**config.mk**
```make
export PLATFORM = sky130hd
export DESIGN_NAME = hazard_ctrl_unit_flat
export DESIGN_NICKNAME = d
export VERILOG_FILES = /design/src/rtl/hazard_ctrl_if.sv /design/src/rtl/hazard_ctrl_unit.sv /design/src/flat_wrapper.sv
export SDC_FILE = /design/constraint.sdc
export NUM_CORES = 1
export LEC_CHECK = 0
export CORE_MARGIN = 2
export CORE_UTILIZATION = 45
export CTS_BUF_LIST = sky130_fd_sc_hd__clkbuf_4 sky130_fd_sc_hd__clkbuf_8
export DETAILED_ROUTE_END_ITERATION = 12
export PLACE_DENSITY_LB_ADDON = 0.1
export SLEW_MARGIN = 40
export SYNTH_ARGS = -nofsm -noshare
export SYNTH_HDL_FRONTEND = slang
export SYNTH_SLANG_ARGS = --single-unit
```
**constraint.sdc**
```tcl
create_clock -name clk -period 3.3 [get_ports clk]
set_clock_uncertainty 0.05 [all_clocks]
set_input_delay 0.99 -clock clk [delete_from_list [all_inputs] [get_ports clk]]
set_output_delay 0.99 -clock clk [all_outputs]
set_load 0.02 [all_outputs]
```
**src/rtl/hazard_ctrl_if.sv**
```systemverilog
// ID-stage hazard request bundle and the forward/stall/flush controls returned to the pipeline.
// The pipeline drives the master side; the hazard unit sits on the slave side.
interface hazard_ctrl_if #(
  parameter int REG_AW = 5
);
  logic              id_valid;
  logic [REG_AW-1:0] rs1_addr;
  logic [REG_AW-1:0] rs2_addr;
  logic              rs1use;
  logic              rs2use;
  logic [REG_AW-1:0] rd_addr;
  logic [1:0]        hazard_optype;
  logic [1:0]        md_op;
  logic              branch_taken;

  logic [1:0]        fwd_a;
  logic [1:0]        fwd_b;
  logic              stall_pc;
  logic              stall_ifid;
  logic              flush_ifid;
  logic              flush_idex;
  logic              md_busy;

  modport master (
    output id_valid, rs1_addr, rs2_addr, rs1use, rs2use, rd_addr,
           hazard_optype, md_op, branch_taken,
    input  fwd_a, fwd_b, stall_pc, stall_ifid, flush_ifid, flush_idex, md_busy
  );

  modport slave (
    input  id_valid, rs1_addr, rs2_addr, rs1use, rs2use, rd_addr,
           hazard_optype, md_op, branch_taken,
    output fwd_a, fwd_b, stall_pc, stall_ifid, flush_ifid, flush_idex, md_busy
  );
endinterface

```
**src/rtl/hazard_ctrl_unit.sv**
```systemverilog
// Hazard control: shadows EX/MEM/WB producer records, selects operand forwarding,
// raises load-use / no-forward / mul-div stalls and gates taken-branch flushes.
module hazard_ctrl_unit #(
  parameter int REG_AW  = 5,
  parameter int MUL_LAT = 3,
  parameter int DIV_LAT = 8,
  parameter bit FWD_EN  = 1'b1
) (
  input logic          clk,
  input logic          rst,
  hazard_ctrl_if.slave hz_if
);

  localparam logic [1:0] OP_NONE = 2'b00;
  localparam logic [1:0] OP_ALU  = 2'b01;
  localparam logic [1:0] OP_LOAD = 2'b10;
  localparam logic [1:0] MD_MUL  = 2'b01;
  localparam logic [1:0] MD_DIV  = 2'b10;
  localparam logic [3:0] MUL_CNT = 4'(MUL_LAT - 1);
  localparam logic [3:0] DIV_CNT = 4'(DIV_LAT - 1);

  typedef struct packed {
    logic [1:0]        optype;
    logic [REG_AW-1:0] rd;
    logic              is_md;
  } rec_t;

  localparam rec_t BUBBLE = '0;

  typedef enum logic [1:0] {
    S_IDLE = 2'b00,
    S_BUSY = 2'b01,
    S_DONE = 2'b10
  } md_state_e;

  rec_t      ex_q, ex_d;
  rec_t      mem_q, mem_d;
  rec_t      wb_q, wb_d;
  rec_t      id_rec;
  md_state_e st_q, st_d;
  logic [3:0] cnt_q, cnt_d;

  logic       live_a, live_b;
  logic [1:0] sel_a, sel_b;
  logic       lu_a, lu_b;
  logic       any_a, any_b;
  logic       raw_stall;
  logic       busy;
  logic       stall;
  logic       md_in_id;
  logic       md_go;
  logic [3:0] md_cnt;
  logic       unused_wb_md;

  function automatic logic is_producer(input rec_t r);
    return (r.optype == OP_ALU) || (r.optype == OP_LOAD);
  endfunction

  function automatic logic hit(input rec_t r, input logic live,
                               input logic [REG_AW-1:0] a);
    return live && is_producer(r) && (r.rd == a);
  endfunction

  // EX ALU result beats MEM ALU result beats MEM load data.
  function automatic logic [1:0] fwd_sel(input rec_t ex, input rec_t mem,
                                         input logic live,
                                         input logic [REG_AW-1:0] a);
    logic [1:0] sel;
    sel = 2'b00;
    if (hit(ex, live, a) && (ex.optype == OP_ALU))
      sel = 2'b01;
    else if (hit(mem, live, a) && (mem.optype == OP_ALU))
      sel = 2'b10;
    else if (hit(mem, live, a) && (mem.optype == OP_LOAD))
      sel = 2'b11;
    return sel;
  endfunction

  assign live_a = hz_if.id_valid && hz_if.rs1use && (hz_if.rs1_addr != '0);
  assign live_b = hz_if.id_valid && hz_if.rs2use && (hz_if.rs2_addr != '0);

  always_comb begin
    sel_a = fwd_sel(ex_q, mem_q, live_a, hz_if.rs1_addr);
    sel_b = fwd_sel(ex_q, mem_q, live_b, hz_if.rs2_addr);
    lu_a  = hit(ex_q, live_a, hz_if.rs1_addr) && (ex_q.optype == OP_LOAD);
    lu_b  = hit(ex_q, live_b, hz_if.rs2_addr) && (ex_q.optype == OP_LOAD);
    any_a = hit(ex_q, live_a, hz_if.rs1_addr) || hit(mem_q, live_a, hz_if.rs1_addr) ||
            hit(wb_q, live_a, hz_if.rs1_addr);
    any_b = hit(ex_q, live_b, hz_if.rs2_addr) || hit(mem_q, live_b, hz_if.rs2_addr) ||
            hit(wb_q, live_b, hz_if.rs2_addr);
  end

  // Without forwarding every RAW waits until the producer has left WB.
  assign raw_stall = FWD_EN ? (lu_a || lu_b) : (any_a || any_b);
  assign busy      = (st_q == S_BUSY);
  assign stall     = raw_stall || busy;

  assign md_in_id = hz_if.id_valid && ((hz_if.md_op == MD_MUL) || (hz_if.md_op == MD_DIV));
  assign md_go    = md_in_id && !stall;
  assign md_cnt   = (hz_if.md_op == MD_DIV) ? DIV_CNT : MUL_CNT;

  always_comb begin
    id_rec        = BUBBLE;
    id_rec.optype = hz_if.id_valid ? hz_if.hazard_optype : OP_NONE;
    id_rec.rd     = hz_if.rd_addr;
    id_rec.is_md  = md_in_id;
  end

  always_comb begin
    st_d  = st_q;
    cnt_d = cnt_q;
    case (st_q)
      S_BUSY: begin
        cnt_d = cnt_q - 4'd1;
        if (cnt_q <= 4'd1)
          st_d = S_DONE;
      end
      default: begin
        // DONE can chain straight into the next waiting mul/div.
        st_d = S_IDLE;
        if (md_go) begin
          cnt_d = md_cnt;
          st_d  = (md_cnt == 4'd0) ? S_DONE : S_BUSY;
        end
      end
    endcase
  end

  always_comb begin
    wb_d  = mem_q;
    mem_d = ex_q;
    ex_d  = stall ? BUBBLE : id_rec;
    if (busy) begin
      ex_d  = ex_q;
      mem_d = BUBBLE;
    end
  end

  always_ff @(posedge clk or posedge rst) begin
    if (rst) begin
      ex_q  <= BUBBLE;
      mem_q <= BUBBLE;
      wb_q  <= BUBBLE;
      st_q  <= S_IDLE;
      cnt_q <= 4'd0;
    end else begin
      ex_q  <= ex_d;
      mem_q <= mem_d;
      wb_q  <= wb_d;
      st_q  <= st_d;
      cnt_q <= cnt_d;
    end
  end

  assign unused_wb_md = wb_q.is_md;

  assign hz_if.fwd_a      = FWD_EN ? sel_a : 2'b00;
  assign hz_if.fwd_b      = FWD_EN ? sel_b : 2'b00;
  assign hz_if.stall_pc   = stall;
  assign hz_if.stall_ifid = stall;
  assign hz_if.flush_idex = stall;
  assign hz_if.flush_ifid = hz_if.branch_taken && !stall;
  assign hz_if.md_busy    = busy;

endmodule

```
**src/flat_wrapper.sv**
```systemverilog
// flat-port wrapper written by rule: the top's interface ports become plain ports
module hazard_ctrl_unit_flat 
#(
  parameter int REG_AW  = 5,
  parameter int MUL_LAT = 3,
  parameter int DIV_LAT = 8,
  parameter bit FWD_EN  = 1'b1
)
  (clk, rst, hz_if_id_valid, hz_if_rs1_addr, hz_if_rs2_addr, hz_if_rs1use, hz_if_rs2use, hz_if_rd_addr, hz_if_hazard_optype, hz_if_md_op, hz_if_branch_taken, hz_if_fwd_a, hz_if_fwd_b, hz_if_stall_pc, hz_if_stall_ifid, hz_if_flush_ifid, hz_if_flush_idex, hz_if_md_busy);
  hazard_ctrl_if #(.REG_AW(REG_AW)) hz_if_i ();
  input logic clk;
  input logic rst;
  input wire logic [$bits(hz_if_i.id_valid)-1:0] hz_if_id_valid;
  input wire logic [$bits(hz_if_i.rs1_addr)-1:0] hz_if_rs1_addr;
  input wire logic [$bits(hz_if_i.rs2_addr)-1:0] hz_if_rs2_addr;
  input wire logic [$bits(hz_if_i.rs1use)-1:0] hz_if_rs1use;
  input wire logic [$bits(hz_if_i.rs2use)-1:0] hz_if_rs2use;
  input wire logic [$bits(hz_if_i.rd_addr)-1:0] hz_if_rd_addr;
  input wire logic [$bits(hz_if_i.hazard_optype)-1:0] hz_if_hazard_optype;
  input wire logic [$bits(hz_if_i.md_op)-1:0] hz_if_md_op;
  input wire logic [$bits(hz_if_i.branch_taken)-1:0] hz_if_branch_taken;
  output wire logic [$bits(hz_if_i.fwd_a)-1:0] hz_if_fwd_a;
  output wire logic [$bits(hz_if_i.fwd_b)-1:0] hz_if_fwd_b;
  output wire logic [$bits(hz_if_i.stall_pc)-1:0] hz_if_stall_pc;
  output wire logic [$bits(hz_if_i.stall_ifid)-1:0] hz_if_stall_ifid;
  output wire logic [$bits(hz_if_i.flush_ifid)-1:0] hz_if_flush_ifid;
  output wire logic [$bits(hz_if_i.flush_idex)-1:0] hz_if_flush_idex;
  output wire logic [$bits(hz_if_i.md_busy)-1:0] hz_if_md_busy;
  assign hz_if_i.id_valid = hz_if_id_valid;
  assign hz_if_i.rs1_addr = hz_if_rs1_addr;
  assign hz_if_i.rs2_addr = hz_if_rs2_addr;
  assign hz_if_i.rs1use = hz_if_rs1use;
  assign hz_if_i.rs2use = hz_if_rs2use;
  assign hz_if_i.rd_addr = hz_if_rd_addr;
  assign hz_if_i.hazard_optype = hz_if_hazard_optype;
  assign hz_if_i.md_op = hz_if_md_op;
  assign hz_if_i.branch_taken = hz_if_branch_taken;
  assign hz_if_fwd_a = hz_if_i.fwd_a;
  assign hz_if_fwd_b = hz_if_i.fwd_b;
  assign hz_if_stall_pc = hz_if_i.stall_pc;
  assign hz_if_stall_ifid = hz_if_i.stall_ifid;
  assign hz_if_flush_ifid = hz_if_i.flush_ifid;
  assign hz_if_flush_idex = hz_if_i.flush_idex;
  assign hz_if_md_busy = hz_if_i.md_busy;
  hazard_ctrl_unit #(.REG_AW(REG_AW), .MUL_LAT(MUL_LAT), .DIV_LAT(DIV_LAT), .FWD_EN(FWD_EN)) u_core (.clk(clk), .rst(rst), .hz_if(hz_if_i));
endmodule
```
After elaboration in Yosys (flattened, before gate mapping)
Cells that the tools add are included.
- register bits after elaboration: 21
- output and inout bits: 9
- logic and storage cells: 70
- equal/unequal tests: 12
- muxes and demuxes: 16
- add/subtract/negate cells: 1
- $lt $le $gt $ge: 1
- reduce and logical (&&, ||, !) cells: 33
- operators by type and width (operator ; count):
    $logic_and 1x1->1 ; 23
    $mux 2 ; 11
    $eq 5x5->1 ; 4
    $mux 8 ; 2
    $reduce_bool 5->1 ; 2
    $eq 2x1->1 const B ; 4
    $mux 4 ; 2
    $eq 2x2->1 const B ; 3
    $logic_or 1x1->1 ; 5
    $le 4x1->1 const B ; 1
    $logic_not 4->1 ; 1
    $sub 4x1->4 const B ; 1
    $mux 3 ; 1
    $ne 2x2->1 const B ; 1
    $reduce_bool 2->1 ; 1
    $logic_not 1->1 ; 1

Longest topological paths before layout
- depth in word-level cells: 11
- gate-level depth with buffers: 8

Worst setup path before layout
No wires, ideal clock.
- path type: input to output
- start: in hz_if_rs2_addr[1]
- end: out hz_if_stall_ifid
- path slack: -195 ps
- data required time: 2260 ps
- arrival: 2455 ps
- cell stages on the path: 7
- path buffers: 2
- cell sequence: or4_4 o21ai_2 nor4_2 o21ai_2 buf_6 nand2_1 buf_4
- word-level cells in the longest chain between the ends: 7
- elaborated cells on any way between the ends: 8
- those cells by class: 1 x eq/ne; 7 x reduce/logical
- RTL lines (element ; line ; source):
    from (decl) ; flat_wrapper.sv:15 ; input wire logic [$bits(hz_if_i.rs2_addr)-1:0] hz_if_rs2_addr;
    $reduce_bool 5->1 ; hazard_ctrl_unit.sv:80 ; assign live_b = hz_if.id_valid && hz_if.rs2use && (hz_if.rs2_addr != '0);
    $logic_and 1x1->1 ; hazard_ctrl_unit.sv:80 ;
    $logic_and 1x1->1 ; hazard_ctrl_unit.sv:61 ; return live && is_producer(r) && (r.rd == a);
    $logic_and 1x1->1 (*) ; hazard_ctrl_unit.sv:61 ;
    $logic_and 1x1->1 (*) ; hazard_ctrl_unit.sv:86 ; lu_b = hit(ex_q, live_b, hz_if.rs2_addr) && (ex_q.optype == OP_LOAD);
    $logic_or 1x1->1 (*) ; hazard_ctrl_unit.sv:94 ; assign raw_stall = FWD_EN ? (lu_a || lu_b) : (any_a || any_b);
    $logic_or 1x1->1 (*) ; hazard_ctrl_unit.sv:96 ; assign stall = raw_stall || busy;
    to (decl) ; flat_wrapper.sv:25 ; output wire logic [$bits(hz_if_i.stall_ifid)-1:0] hz_if_stall_ifid;
Every way passes the cells marked *; elsewhere a longest branch is shown, timed or not.

Final worst setup path
- start: in hz_if_rs1_addr[2]
- end: out hz_if_flush_ifid
- word-level cells in the longest chain between the ends: 9
- elaborated cells on any way between the ends: 10
- those cells by class: 1 x eq/ne; 9 x reduce/logical
- RTL lines (element ; line ; source):
    from (decl) ; flat_wrapper.sv:14 ; input wire logic [$bits(hz_if_i.rs1_addr)-1:0] hz_if_rs1_addr;
    $reduce_bool 5->1 ; hazard_ctrl_unit.sv:79 ; assign live_a = hz_if.id_valid && hz_if.rs1use && (hz_if.rs1_addr != '0);
    $logic_and 1x1->1 ; hazard_ctrl_unit.sv:79 ;
    $logic_and 1x1->1 ; hazard_ctrl_unit.sv:61 ;
    $logic_and 1x1->1 (*) ; - ;
    $logic_and 1x1->1 (*) ; hazard_ctrl_unit.sv:85 ; lu_a = hit(ex_q, live_a, hz_if.rs1_addr) && (ex_q.optype == OP_LOAD);
    $logic_or 1x1->1 (*) ; hazard_ctrl_unit.sv:94 ;
    $logic_or 1x1->1 (*) ; hazard_ctrl_unit.sv:96 ;
    $logic_not 1->1 (*) ; hazard_ctrl_unit.sv:162 ; assign hz_if.flush_ifid = hz_if.branch_taken && !stall;
    $logic_and 1x1->1 (*) ; hazard_ctrl_unit.sv:162 ;
    to (decl) ; flat_wrapper.sv:26 ; output wire logic [$bits(hz_if_i.flush_ifid)-1:0] hz_if_flush_ifid;
Marks and branches as above.

==> results.cfg <==
[routing]
drtAntennaViolNets = 0
vias = 1163
via_per_inst = 5.29
routed_wl_mm = 3.08
drt_iter0_markers = 19
drtPass1Iterations = 4
routedWlPerCell_microns = 14.0
drc_errors = 0

[cts]
cts_tree = done
clockRootBuffer = clkbuf_4
cts_buffer_depth = 2
cts_buffers = 3
clkSinkCount = 20
cts_hold_repair.buffers = 0
h-tree-depth = 1
clkLatencyLatePin_ps = 280
clkTransAtPathRegs_ps = 100

[global_route]
gr-usage-all-layers = 0.207
grt_pass1_vias = 1213
grt_max_degree = 21
antenna_found_initial = 0
grt_overflow = 0
grt_pass1_wl_mm = 5.31

[floorplanning]
core_area_sq_mm = 0.00273
ios = 34
start_util = 0.473
dieWidth_microns = 57.6
fp.dieArea_sq_mm = 0.00332
die_h_microns = 57.6
placementRows = 19

[synth]
syn_area_per_cell_sq_um = 9.30
yosys_warnings = 0
synth.area.top_cells = dfrtp_1 39%, xnor2_1 11%, ha_1 6.8%
syn_area_sq_mm = 0.00129
synth_edf_count = 0
synth_top_cell_by_area = dfrtp_1
synthMostInstantiatedCell = dfrtp_1
synthTopCellsByCount = 20 x dfrtp_1, 17 x nand2_1, 16 x xnor2_1, 9 x inv_1
synth_async_sr_flop_share = 1.00
synth_cell_types = 36
ys_ff_latch = 20
syn-num-nets = 171
syn-instance-count = 139
ys_seq_area_frac = 0.387
ys.flop_type = dfrtp_1
synth_top_area_frac = 0.387

[sta]
tightestPinTransition_ps = 698
fmax_mhz = 289
slew_headroom = 0.532
layout_min_cycle_time_ps = 3460
finalHoldViolCount = 0
rsz0062_at_grt = yes
fin_ws_ps = -159
final-setup-viol-count = 8
slew_violations = 0
finalCritPeriodShare = 1.05

[pwr]
p_total_mw = 1.39
p_leak_nw = 0.859
vdd_drop_max_v = 0.000607
power_density_mw_per_mm2 = 735

[worst_hold_path]
holdCritStartpoint = u_core.cnt_q[3]
hold_path_class = reg -> reg
hold_path_end = u_core.st_q[1]
hold_depth = 1

[placed_design]
io_buffers = 33
routabilityCongestion = 0.832
place.detailed.hpwl_mm = 2.24
place_worst_setup_slack_ps = -1040

[setup_path]
crit_required_ps = 2260
reg2regPathDepth = 10
r2r_end = u_core.cnt_q[0]
cp_max_fo = 2
reg2reg_slack_ps = 1040
reg2reg_from = u_core.ex_q[6]
path_cells = buf_8 -> or4_4 -> o21ai_4 -> nor4_4 -> o21ai_2 -> and3_4 -> buf_6
worstPathArrival_ps = 2420
crit_path_start_kind = primary input
slowest_stage = or4_4
cpPeakStageDelay_ps = 540
cp-end-kind = output port
crit_type = in -> out

[status]
violations = negative setup slack
status = complete, but fails checks

[final_layout]
diodes = 0
drive_above_1_share = 0.349
syn2layout_area_growth_pct = 46.0
fin_nets = 223
fillers = 228

[job]
maxCapViolations = 0
report_power, final:
part           internal, mW  switching [mW]  leakage [nW]  total [mW]
Sequential            0.359           0.114         0.254       0.472
Clock                0.0424          0.0668        0.0138       0.109
Combinational         0.397           0.409         0.592       0.805
worst max-delay path by stage:
stage | start | end | cells after the start
after floorplan | hz_if_rs1_addr[1] | hz_if_stall_ifid | 7
after global placement | hz_if_rs2_addr[0] | hz_if_fwd_b[1] | 6
after detailed placement | hz_if_rs2_addr[0] | hz_if_fwd_b[1] | 6
after CTS | hz_if_rs2_addr[3] | hz_if_stall_ifid | 8
after global routing | hz_if_rs1_addr[2] | hz_if_stall_pc | 8
final | hz_if_rs1_addr[2] | hz_if_flush_ifid | 7
cells in the final DEF, fill, tap and decap left out, types with 5 or more instances in the layout:
cell	n
buf_2	5
nand2_1	15
buf_4	20
nor2_1	7
ha_1	7
and2_1	5
clkdlybuf4s50_1	12
inv_1	8
buf_6	11
nand3_1	6
nand4_1	5
nand2b_1	5
xnor2_1	12
dfrtp_1	20
state kept, by name, summed over array words and instances, names as in the netlist:
register and cells:
u_core.ex_q 7, u_core.cnt_q 4, u_core.mem_q 7, u_core.st_q 2
worst max-delay path, delay by kind of cell:
family | cells | cell delay (ps)
and+or+nand+nor | 3 | 820
AOI/OAI and AO/OA | 2 | 390
buffers and inverters | 2 | 210
cells by family after synthesis:
kind of cell,synth area share
AO/OA/AOI/OAI,0.0987
XOR/XNOR,0.136
adder cells (fa/ha/maj),0.0678
buffers and inverters,0.0649
flip-flops,0.387
AND/OR/NAND/NOR,0.246
repair_timing:
action,CTS,global route
setup endpoints to repair,8,8
pin swaps,15,9
endpoints found under the hold margin,0,0
resized for setup,108,11
buffers inserted,5,0
metrics by stage:
stage / util / area (sq um) / setup TNS (ps) / std cells / hold slack (ps)
2_1_floorplan: - / 1310 / -235 / 139 / 409
3_3_place_gp: 0.635 / 1740 / -7680 / 212 / 436
3_5_place_dp: 0.635 / 1740 / -7920 / 212 / 440
4_1_cts: 0.674 / 1840 / -1180 / 220 / 454
5_1_grt: 0.690 / 1890 / -1470 / 220 / 502
6_report: 0.690 / 1890 / -895 / 220 / 471
cell type report:
cell class | count | area (sq um) | area share
sequential | 20 | 500 | 0.265
tap | 31 | 38.8 | 0.0206
clock buffer | 3 | 22.5 | 0.0119
multi-input combinational | 104 | 818 | 0.434
timing repair buffer | 53 | 473 | 0.251
inverter | 9 | 33.8 | 0.0179
metal layers:
metal  wire length (microns)  up-vias  global-route usage
met1                    1310      563               0.249
met4                      23        0              0.0831
li1                        -      572                   -
met5                       0        -                   0
met3                     126        2              0.0295
met2                    1620       26               0.367
(Power assumes the default switching activity.)
